File: config.mk
export PLATFORM = sky130hd
export DESIGN_NAME = alu_issue_pipe
export DESIGN_NICKNAME = d
export VERILOG_FILES = /design/src/rtl/alu_issue_pipe.sv
export SDC_FILE = /design/constraint.sdc
export NUM_CORES = 1
export LEC_CHECK = 0
export ABC_AREA = 1
export CAP_MARGIN = 10
export CORE_ASPECT_RATIO = 0.8
export CORE_MARGIN = 3
export CORE_UTILIZATION = 46
export DETAILED_ROUTE_END_ITERATION = 10
export GPL_ROUTABILITY_DRIVEN = 1
export GPL_TIMING_DRIVEN = 1
export PLACE_DENSITY_LB_ADDON = 0.05
export SLEW_MARGIN = 20
export SYNTH_ARGS = -nofsm -noshare
export SYNTH_HDL_FRONTEND = slang
export SYNTH_SLANG_ARGS = --single-unit
File: constraint.sdc
create_clock -name clk -period 8.17 [get_ports clk]
set_input_delay 1.2255 -clock clk [delete_from_list [all_inputs] [get_ports clk]]
set_output_delay 1.2255 -clock clk [all_outputs]
set_load 0.005 [all_outputs]
File: src/rtl/alu_issue_pipe.sv
// ---------------------------------------------------------------------------
// alu_issue_pipe
//   Issue/writeback wrapper around an external 16-bit ALU. Instructions come in
//   over a valid/ready handshake, read their operands from an 8x16 register
//   file (with full forwarding from the EX and WB stages), and are presented
//   to the ALU on registered alu_a/alu_b/alu_op. The ALU's 32-bit result is
//   captured into the WB register, offered on the result handshake, and its
//   low 16 bits are written back to rd when the consumer takes it.
//
// Ports
//   clk, rst             clock, asynchronous active-high reset
//   in_valid/in_ready    instruction handshake
//   in_instr[15:0]       [15:13] op, [12:10] rd, [9:7] rs1, [6:4] rs2,
//                        [3] use_imm, [2:0] imm3
//   alu_a, alu_b, alu_op registered operands/opcode to the ALU
//   alu_out[31:0]        combinational ALU result of alu_a/alu_b/alu_op
//   res_valid/res_ready  result handshake
//   res_data[31:0]       full ALU result, res_rd its destination register
//   dbg_addr, dbg_data   combinational register file read port
//
// Handshake semantics: a transfer happens on a rising edge where both valid
// and ready are high. in_ready depends only on res_valid/res_ready, never on
// in_valid; res_valid, once high, holds with stable res_data/res_rd until the
// transfer happens.
// ---------------------------------------------------------------------------
module alu_issue_pipe #(
    parameter int          NREGS   = 8,
    parameter logic [15:0] RST_VAL = 16'h0000
) (
    input  logic        clk,
    input  logic        rst,
    input  logic        in_valid,
    output logic        in_ready,
    input  logic [15:0] in_instr,
    output logic [15:0] alu_a,
    output logic [15:0] alu_b,
    output logic [2:0]  alu_op,
    input  logic [31:0] alu_out,
    output logic        res_valid,
    input  logic        res_ready,
    output logic [31:0] res_data,
    output logic [2:0]  res_rd,
    input  logic [2:0]  dbg_addr,
    output logic [15:0] dbg_data
);

    logic [15:0] rf [NREGS];

    logic        ex_valid;
    logic [2:0]  ex_rd;

    logic        adv;
    logic        accept;
    logic        retire;

    logic [2:0]  f_op;
    logic [2:0]  f_rd;
    logic [2:0]  f_rs1;
    logic [2:0]  f_rs2;
    logic        f_use_imm;
    logic [2:0]  f_imm3;

    logic [15:0] src_a;
    logic [15:0] src_b;

    // The whole pipe moves whenever the WB slot is empty or being drained.
    assign adv      = !res_valid || res_ready;
    assign in_ready = adv;
    assign accept   = in_valid && adv;
    assign retire   = res_valid && res_ready;

    assign f_op      = in_instr[15:13];
    assign f_rd      = in_instr[12:10];
    assign f_rs1     = in_instr[9:7];
    assign f_rs2     = in_instr[6:4];
    assign f_use_imm = in_instr[3];
    assign f_imm3    = in_instr[2:0];

    // Operand sourcing: the younger producer (EX, whose result is on alu_out
    // this very cycle) beats the older one (WB), which beats the register
    // file. A WB result retiring this cycle is picked up from res_data, so the
    // register file never needs a write-through path.
    always_comb begin
        src_a = rf[f_rs1];
        if (ex_valid && ex_rd == f_rs1) begin
            src_a = alu_out[15:0];
        end else if (res_valid && res_rd == f_rs1) begin
            src_a = res_data[15:0];
        end
    end

    always_comb begin
        src_b = rf[f_rs2];
        if (ex_valid && ex_rd == f_rs2) begin
            src_b = alu_out[15:0];
        end else if (res_valid && res_rd == f_rs2) begin
            src_b = res_data[15:0];
        end
    end

    always_ff @(posedge clk or posedge rst) begin
        if (rst) begin
            ex_valid  <= 1'b0;
            ex_rd     <= 3'd0;
            alu_a     <= 16'd0;
            alu_b     <= 16'd0;
            alu_op    <= 3'd0;
            res_valid <= 1'b0;
            res_data  <= 32'd0;
            res_rd    <= 3'd0;
            for (int i = 0; i < NREGS; i++) begin
                rf[i] <= RST_VAL;
            end
        end else begin
            if (adv) begin
                ex_valid <= accept;
                // With no new instruction the ALU inputs simply hold.
                if (accept) begin
                    alu_a  <= src_a;
                    alu_b  <= f_use_imm ? {13'd0, f_imm3} : src_b;
                    alu_op <= f_op;
                    ex_rd  <= f_rd;
                end
                res_valid <= ex_valid;
                res_data  <= alu_out;
                res_rd    <= ex_rd;
            end
            if (retire) begin
                rf[res_rd] <= res_data[15:0];
            end
        end
    end

    assign dbg_data = rf[dbg_addr];

endmodule

==> flow_metrics.env, run 1 <==
export IMPL_numCtsBuffers=24
export IMPL_p_seq_share_pct=39.6
export IMPL_ant_nets=0
export IMPL_synth_edf_count=0
export IMPL_overflow=0
export IMPL_cts_tree="built"
export IMPL_powerDensity_nw_per_um2=296.9
export IMPL_gp_congestion=0.8614
export IMPL_rsz0062_at_grt="no"
export IMPL_hp_start="alu_b[7]"
export IMPL_multi_input_area_um2=6070
export IMPL_ys_ff_latch=203
export IMPL_clockBufferDepth=3
export IMPL_synth_warnings=0
export IMPL_root_buffer="clkbuf_16"
export IMPL_synthArstFlopShare_pct=100.0
export IMPL_tightestPinTransition_ns=0.9801
export IMPL_hold_buffers=0
export IMPL_drive_gt1_share_pct=5.821
export IMPL_nNetsFinal=2048
export IMPL_num_vias=12850
export IMPL_wirelength_um=44140
export IMPL_drt_iter0_drc=1450
export IMPL_cts_sinks=203
export IMPL_worstReg2RegStart="res_valid"
export IMPL_synthesis_area_um2=12610
export IMPL_grt_max_degree=140
export IMPL_switching_share_pct=39.20
export IMPL_internal_power_uw=2690
export IMPL_final_min_clock_period_ns=5.305
export IMPL_crit_path_max_fanout=33
export IMPL_grt_pass1_wl_um=69560
export IMPL_ctsHtreeMaxLevel=1
export IMPL_seqCellArea_um2=5080
export IMPL_crit_required_ns=6.94
export IMPL_postCtsSetupBuffers=0
export IMPL_final_common_cell="nand2_1"
export IMPL_hold_viol=0
export IMPL_final_util_pct=56.04
export IMPL_yosysSeqAreaShare_pct=40.29
export IMPL_synth_distinct_cells=24
export IMPL_ctsResizeCount=0
export IMPL_core_um2=26590
export IMPL_status="complete, no violations"
export IMPL_ys_flop_type="dfrtp_1"
export IMPL_fillCellCount=2595
export IMPL_slew_viol_final=0
export IMPL_hold_class="register to register"
export IMPL_leakage_uw=0.007653
export IMPL_ir_drop_uv=209.2
export IMPL_worstPathArrival_ns=4.08
export IMPL_dieArea_um2=29450
export IMPL_clkLatencyLatePin_ns=0.53
export IMPL_rows=53
export IMPL_worstSetupStartpoint="dbg_addr[1]"
export IMPL_dp_hpwl_um=28230
export IMPL_finalSetupViolCount=0
export IMPL_p_sw_uw=1735
export IMPL_port_buffers=142
export IMPL_antennaDiodeCount=0
export IMPL_final_cell_mix="nand2_1 (739), nand3_1 (246), inv_1 (217), dfrtp_1 (203), o21ai_0 (164)"
export IMPL_grt_util_all_layers_pct=29.85
export IMPL_fin_skew_ns=0.01186
export IMPL_drv_cap=0
export IMPL_criticalPathCategory="input port to output port"
export IMPL_netlist_instances=1926
export IMPL_boundaryPins=143
export IMPL_finalSetupTns_ns=0
export IMPL_path_clk_slew_ns=0.05
export IMPL_drc=0
export IMPL_post_route_period_util_pct=64.93
export IMPL_clock_power_share_pct=25.9
export IMPL_first_pass_iters=6
export IMPL_avgViaCountPerCell=5.428
export IMPL_initial_core_util_pct=47.42
export IMPL_grt_pass1_vias=11820
export IMPL_grt_antenna_before_repair=0
export IMPL_critPathCaptureType="output port"
export IMPL_wl_per_cell_um=18.65
export IMPL_area_growth_pct=18.19
export IMPL_syn_num_nets=1981
export IMPL_die_w_um=191.1
export IMPL_avgSynthCellArea_um2=6.547
export IMPL_critPathLaunchType="input port"
export IMPL_pwr_share_comb_pct=34.5
export IMPL_die_h_um=154.1
export IMPL_slew_headroom_pct=34.57
export IMPL_max_freq_ghz=0.1885
-- worst max-delay path: stages --
cell	delay, ns
clkdlybuf4s50_1	0.46
buf_4	0.38
inv_1	0.27
buf_4	0.31
a21oi_1	0.14
o21ai_0	0.10
nand2_1	0.11
nor2_1	0.04
a31oi_1	0.42
clkdlybuf4s50_1	0.60
-- final timing paths --
kind | end | slack [ns] | depth (start not counted)
max | dbg_data[10] | 2.87 | 10
min | alu_b[7] | 0.48 | 2
max reg2reg | alu_b[2] | 5.84 | 9
min reg2reg | alu_b[7] | 0.48 | 2
max in group asynchronous | rf[110] | 5.83 | 3
min in group asynchronous | rf[66] | 1.10 | 2
-- layer usage --
metal | GRT usage [%] | part of all wire, % | vias to the layer above
met5 | 0 | 0 | -
met4 | 7.684 | 2.7 | 0
met3 | 5.106 | 9.7 | 77
met2 | 45.05 | 43 | 610
met1 | 44.49 | 44 | 5976
li1 | - | - | 6185
-- synth_stat cells, types with 8 or more instances --
| library cell | count | area share (%) |
|---|---|---|
| dfrtp_1 | 203 | 40 |
| o21ai_0 | 164 | 6.5 |
| nand2_1 | 741 | 22 |
| nand3_1 | 246 | 9.8 |
| o21ai_1 | 55 | 2.2 |
| nor2_1 | 48 | 1.4 |
| a31oi_1 | 16 | 0.79 |
| buf_6 | 8 | 0.71 |
| inv_2 | 13 | 0.39 |
| buf_2 | 39 | 1.5 |
| nand3_2 | 10 | 0.79 |
| clkbuf_1 | 60 | 1.8 |
| inv_1 | 218 | 6.5 |
| buf_1 | 8 | 0.24 |
| a21oi_1 | 64 | 2.5 |
-- sequential cells by signal (all words and copies together) (netlist names) --
name	flops
ex_rd	3
alu_b	16
res_valid	1
res_rd	3
alu_a	16
alu_op	3
ex_valid	1
res_data	32
rf	128
-- layout make-up --
type	count	share of cell area [%]
multi-input cells	1369	40.73
repair buffers	162	10.54
well taps	357	2.997
inverters	233	5.952
clock buffers	35	5.054
clock inverters	8	0.6381
flip-flops and latches	203	34.09
-- logic make-up after synthesis --
logic type | after synthesis | synth area share [%]
compound gates | 300 | 12.10
flops | 203 | 40.29
xor+xnor | 2 | 0.1389
buf+inv | 354 | 11.62
simple gates | 1067 | 35.86
-- power groups by stage --
stage	registers, uW	clock network, uW	logic (uW)
2_1_floorplan	1640	0	1010
3_3_place_gp	1750	0	1480
3_5_place_dp	1740	0	1510
4_1_cts	1740	1160	1520
5_1_grt	1800	1200	1750
6_report	1750	1150	1530
-- stage by stage --
step           instances  power, uW  hold WS (ns)  setup WS [ns]  instance area, um2
2_1_floorplan       1926       2645        0.4530          1.405               12610
3_3_place_gp        2323       3222        0.4604          2.971               14020
3_5_place_dp        2323       3254        0.4654          2.961               14020
4_1_cts             2366       4411        0.4833          2.943               14870
5_1_grt             2367       4749        0.5082          2.792               14900
6_report            2367       4425        0.4776          2.865               14900
Note: power is estimated with default switching activity, not from simulation.
==> run 2: changes to the inputs <==
Clock period 8.17 ns to 4.7 ns, I/O delays scaled along.
==> run 2 against run 1 <==
Net effect:
- count of clock-buffer cells in the layout grew 1
- critical path depth shrank 2
- sequential share of layout area shrank 0.14 points
- final area grew 0.42%
- core utilization grew 0.24 points
- clock skew grew 0.00097 ns
- flip-flop and latch count is the same
- die area is the same
- routed wire length grew 0.56%
- cell count grew 0.34%
- first-iteration DRC count grew 4.3%
- highest routed layer is now met5
==> flow_metrics.env, run 2 (synthesis gave the netlist of run 1 again) <==
export IMPL_criticalPathCategory="input port to output port"
export IMPL_multi_input_area_um2=6065
export IMPL_core_um2=26590
export IMPL_leakage_uw=0.007691
export IMPL_root_buffer="clkbuf_16"
export IMPL_wl_per_cell_um=18.69
export IMPL_slew_headroom_pct=31.29
export IMPL_ctsHtreeMaxLevel=1
export IMPL_status="complete, no violations"
export IMPL_path_clk_slew_ns=0.06
export IMPL_cts_tree="built"
export IMPL_critPathCaptureType="output port"
export IMPL_clockBufferDepth=3
export IMPL_drt_iter0_drc=1513
export IMPL_final_cell_mix="nand2_1 (741), nand3_1 (246), inv_1 (217), dfrtp_1 (203), o21ai_0 (164)"
export IMPL_num_vias=13050
export IMPL_overflow=0
export IMPL_initial_core_util_pct=47.42
export IMPL_numCtsBuffers=24
export IMPL_crit_path_max_fanout=18
export IMPL_grt_antenna_before_repair=1
export IMPL_worstPathArrival_ns=3.08
export IMPL_ant_nets=0
export IMPL_fin_skew_ns=0.01283
export IMPL_crit_required_ns=3.99
export IMPL_largest_registers="rf: 128 flops, res_data: 32 flops"
export IMPL_drv_cap=0
export IMPL_rows=53
export IMPL_area_growth_pct=18.68
export IMPL_drc=0
export IMPL_gp_congestion=0.8727
export IMPL_post_route_period_util_pct=80.46
export IMPL_avgViaCountPerCell=5.496
export IMPL_port_buffers=142
export IMPL_seqCellArea_um2=5080
export IMPL_grt_max_degree=168
export IMPL_hold_class="register to register"
export IMPL_die_h_um=154.1
export IMPL_dieArea_um2=29450
export IMPL_fillCellCount=2587
export IMPL_antennaDiodeCount=0
export IMPL_grt_util_all_layers_pct=30.00
export IMPL_final_util_pct=56.28
export IMPL_rsz0062_at_grt="no"
export IMPL_grt_pass1_wl_um=69570
export IMPL_largest_reg_flops=128
export IMPL_finalSetupTns_ns=0
export IMPL_dp_hpwl_um=28510
export IMPL_critPathLaunchType="input port"
export IMPL_finalSetupViolCount=0
export IMPL_tightestPinTransition_ns=1.031
export IMPL_cts_sinks=203
export IMPL_ctsResizeCount=0
export IMPL_final_min_clock_period_ns=3.782
export IMPL_die_w_um=191.1
export IMPL_first_pass_iters=6
export IMPL_nNetsFinal=2055
export IMPL_drive_gt1_share_pct=6.046
export IMPL_final_common_cell="nand2_1"
export IMPL_hold_viol=0
export IMPL_postCtsSetupBuffers=0
export IMPL_clkLatencyLatePin_ns=0.53
export IMPL_ir_drop_uv=336.5
export IMPL_max_freq_ghz=0.2644
export IMPL_hold_buffers=0
export IMPL_regMostFlops="rf"
export IMPL_powerDensity_nw_per_um2=518.0
export IMPL_grt_pass1_vias=12160
export IMPL_slew_viol_final=0
export IMPL_wirelength_um=44380
export IMPL_boundaryPins=143
==> run 2: path summary, 6_finish.rpt <==
| path | endpoint | depth (start not counted) | slack (ns) | start |
|---|---|---|---|---|
| worst max register to register | alu_b[0] | 9 | 2.37 | res_valid |
| max in group asynchronous | rf[90] | 3 | 3.16 | rst |
| min in group asynchronous | rf[114] | 3 | 0.69 | rst |
| worst max-delay path | dbg_data[10] | 8 | 0.92 | dbg_addr[1] |
| worst min register to register | alu_b[8] | 2 | 0.48 | alu_b[8] |
| worst min-delay path | alu_b[8] | 2 | 0.48 | alu_b[8] |
==> run 2: metrics by stage <==
stage	total power (uW)	hold slack (ns)	setup slack, ns	instance area, um2	cells
6_report	7752	0.4752	0.9184	14970	2375
2_1_floorplan	4598	0.4530	1.365	12610	1926
3_3_place_gp	5597	0.4617	1.036	14090	2331
5_1_grt	8306	0.4907	0.7886	14970	2375
3_5_place_dp	5658	0.4661	1.081	14090	2331
4_1_cts	7729	0.4823	1.054	14970	2375
==> run 2: power breakdown <==
group	switching (uW)	internal (uW)	total [uW]
clock network	777	1270	2050
registers	647	2400	3050
logic	1590	1070	2650
total	3010	4740	7750
==> run 2: routing by layer <==
| layer | vias up | wire (um) | GRT usage [%] |
|---|---|---|---|
| met3 | 103 | 4396 | 6.086 |
| met4 | 2 | 1462 | 9.955 |
| met1 | 6086 | 18980 | 42.12 |
| li1 | 6182 | - | - |
| met5 | - | 11 | 0 |
| met2 | 681 | 19530 | 46.50 |
==> run 2: layout make-up <==
cell class                      instances  share of cell area (%)
Timing Repair Buffer                  169                   10.80
Tap cell                              357                   2.985
Sequential cell                       203                   33.94
Clock buffer                           36                   5.058
Clock inverter                          8                  0.7859
Multi-Input combinational cell       1369                   40.52
Inverter                              233                   5.903
==> run 2: worst max-delay path, stage by stage <==
cell             delay (ns)
clkdlybuf4s50_1        0.48
inv_1                  0.29
a21oi_1                0.21
o21ai_0                0.10
nand2_1                0.08
nor2_1                 0.04
a31oi_1                0.53
clkdlybuf4s50_1        0.63
==> RTL edit (flow settings as in run 2) <==
Set the parameter `NREGS` to 16 (it was 8).
--- a/src/rtl/alu_issue_pipe.sv
+++ b/src/rtl/alu_issue_pipe.sv
@@ -24,7 +24,7 @@
 // transfer happens.
 // ---------------------------------------------------------------------------
 module alu_issue_pipe #(
-    parameter int          NREGS   = 8,
+    parameter int          NREGS   = 16,
     parameter logic [15:0] RST_VAL = 16'h0000
 ) (
     input  logic        clk,
Check against the original RTL: no difference found for any inputs over 4 cycles, from zero or initial values and one cycle with rst high; that may be too few to reach the edited logic, so the function may still have changed.
==> RTL edit against run 2 <==
- sequential cell count is the same
- core utilization hardly changed
- total power down 9.1%
- synthesized area shrank 7.7%
- routed wire length decreased by 7.2%
- combinational power decreased by 13%
- count of clock-buffer cells in the layout decreased by 3
- final area fell by 7.3%
- setup slack lost 160 ps
- critical path type unchanged
- critical endpoint is now dbg_data[13]
- largest power group unchanged
- highest routed layer is now met4
==> RTL edit: results (changes against run 2) <==
[placement]
place_inst=2002  ; was 2331
place.gp.congestion=0.879  ; was 0.873

[timing]
fin_skew_ps=16.2  ; was 12.8 ps
hold_slack_ps=460  ; was 475 ps

[global_routing]
grt_pass1_wl_um=62400  ; was 69600 µm

[detailed_routing]
drt-total-wl_um=41200  ; was 44400 µm
routedWlPerCell_um=20.2  ; was 18.7 µm
num_vias=11800  ; was 13100
drt-pass1-iter-count=5  ; was 6

[synthesis]
ys_types=26  ; was 24
ys_top_cells_by_area=dfrtp_1 (44%), nand2_1 (16%), o21ai_0 (13%)  ; was dfrtp_1 (40%), nand2_1 (22%), nand3_1 (9.8%)
synth_fp_nets=1692  ; was 1981
synthTopCellsByCount=nand2_1 (492), o21ai_0 (305), dfrtp_1 (203), inv_1 (133), nand3_1 (123)  ; was nand2_1 (741), nand3_1 (246), inv_1 (218), dfrtp_1 (203), o21ai_0 (164)
synth.avg_cell_area_um2=7.11  ; was 6.55 µm²
ys_seq_area_share_pct=43.6  ; was 40.3%

[power_and_ir_drop]
p_leak_nw=6.57  ; was 7.69 nW
ir_drop_mv=0.386  ; was 0.337 mV

[run_status]
outcome=finished clean  ; unchanged

[cells_and_area]
layout-drive-gt1-share_pct=5.16  ; was 6.05%
final_nets=1764  ; was 2055
nFillCells=2390  ; was 2587

[clock_network]
numCtsBuffers=23  ; was 24

[critical_path]
critical_path_arrival_ps=3230  ; was 3080 ps
critical_path.startpoint=dbg_addr[2]  ; was dbg_addr[1]
crit_path_end=dbg_data[13]  ; was dbg_data[10]
r2r-end=alu_b[2]$_DFFE_PP0P_  ; was alu_b[0]$_DFFE_PP0P_
rr_worst_depth=8  ; was 9

[min_path]
worstHoldPathType=input port to async pin  ; was flip-flop to flip-flop

[RTL edit: changes by cell type in the layout (fill, tap and decap cells not counted), moves of 4 or more]
cell and delta:
clkbuf_8 -4, o211ai_1 +87, nor2_4 -5, inv_1 -85
nand2_1 -252, o21ai_0 +141, o21ai_1 -53, nor2_1 +6
a21oi_1 +13, inv_2 -7, nand3_1 -123
[RTL edit: kinds of logic after synthesis]
group / count (synthesis) / synth area share (%)
DFF: 203 / 43.6
buffers and inverters: 262 / 9.12
and+or+nand+nor: 682 / 24.0
xor gates and xnor gates: 1 / 0.0752
AOI/OAI and AO/OA: 489 / 23.2
[RTL edit: worst max-delay path, cell delays in order]
cell	delay [ps]
clkdlybuf4s50_1	450
buf_4	230
clkinv_1	560
a31oi_1	650
clkdlybuf4s50_1	630
[RTL edit: final cells by class]
type | instances | area [µm²] | area share (%)
clock buffers | 33 | 663 | 4.78
clock inverters | 7 | 67.6 | 0.487
inverters | 143 | 546 | 3.93
multi-input cells | 1172 | 5510 | 39.7
flip-flops and latches | 203 | 5080 | 36.6
well taps | 318 | 398 | 2.87
repair buffers | 166 | 1600 | 11.6
[RTL edit: per-layer routing]
| layer | track usage, % | share of wire (%) |
|---|---|---|
| met4 | 9.14 | 3.1 |
| met3 | 5.62 | 9.3 |
| met1 | 43.9 | 45 |
| met2 | 42.8 | 43 |
| met5 | 0 | 0 |
[RTL edit: per-stage QoR]
stage               setup slack [ps]  area, µm²
floorplan                       1360      11600
global placement                 890      13100
detailed placement               873      13100
CTS                              853      13900
global route                     780      13900
finish                           761      13900
[RTL edit: power by group]
part / switching [mW] / total (mW) / internal (mW)
sequential: 0.582 / 2.96 / 2.38
clock: 0.754 / 1.79 / 1.03
combinational: 1.36 / 2.30 / 0.936
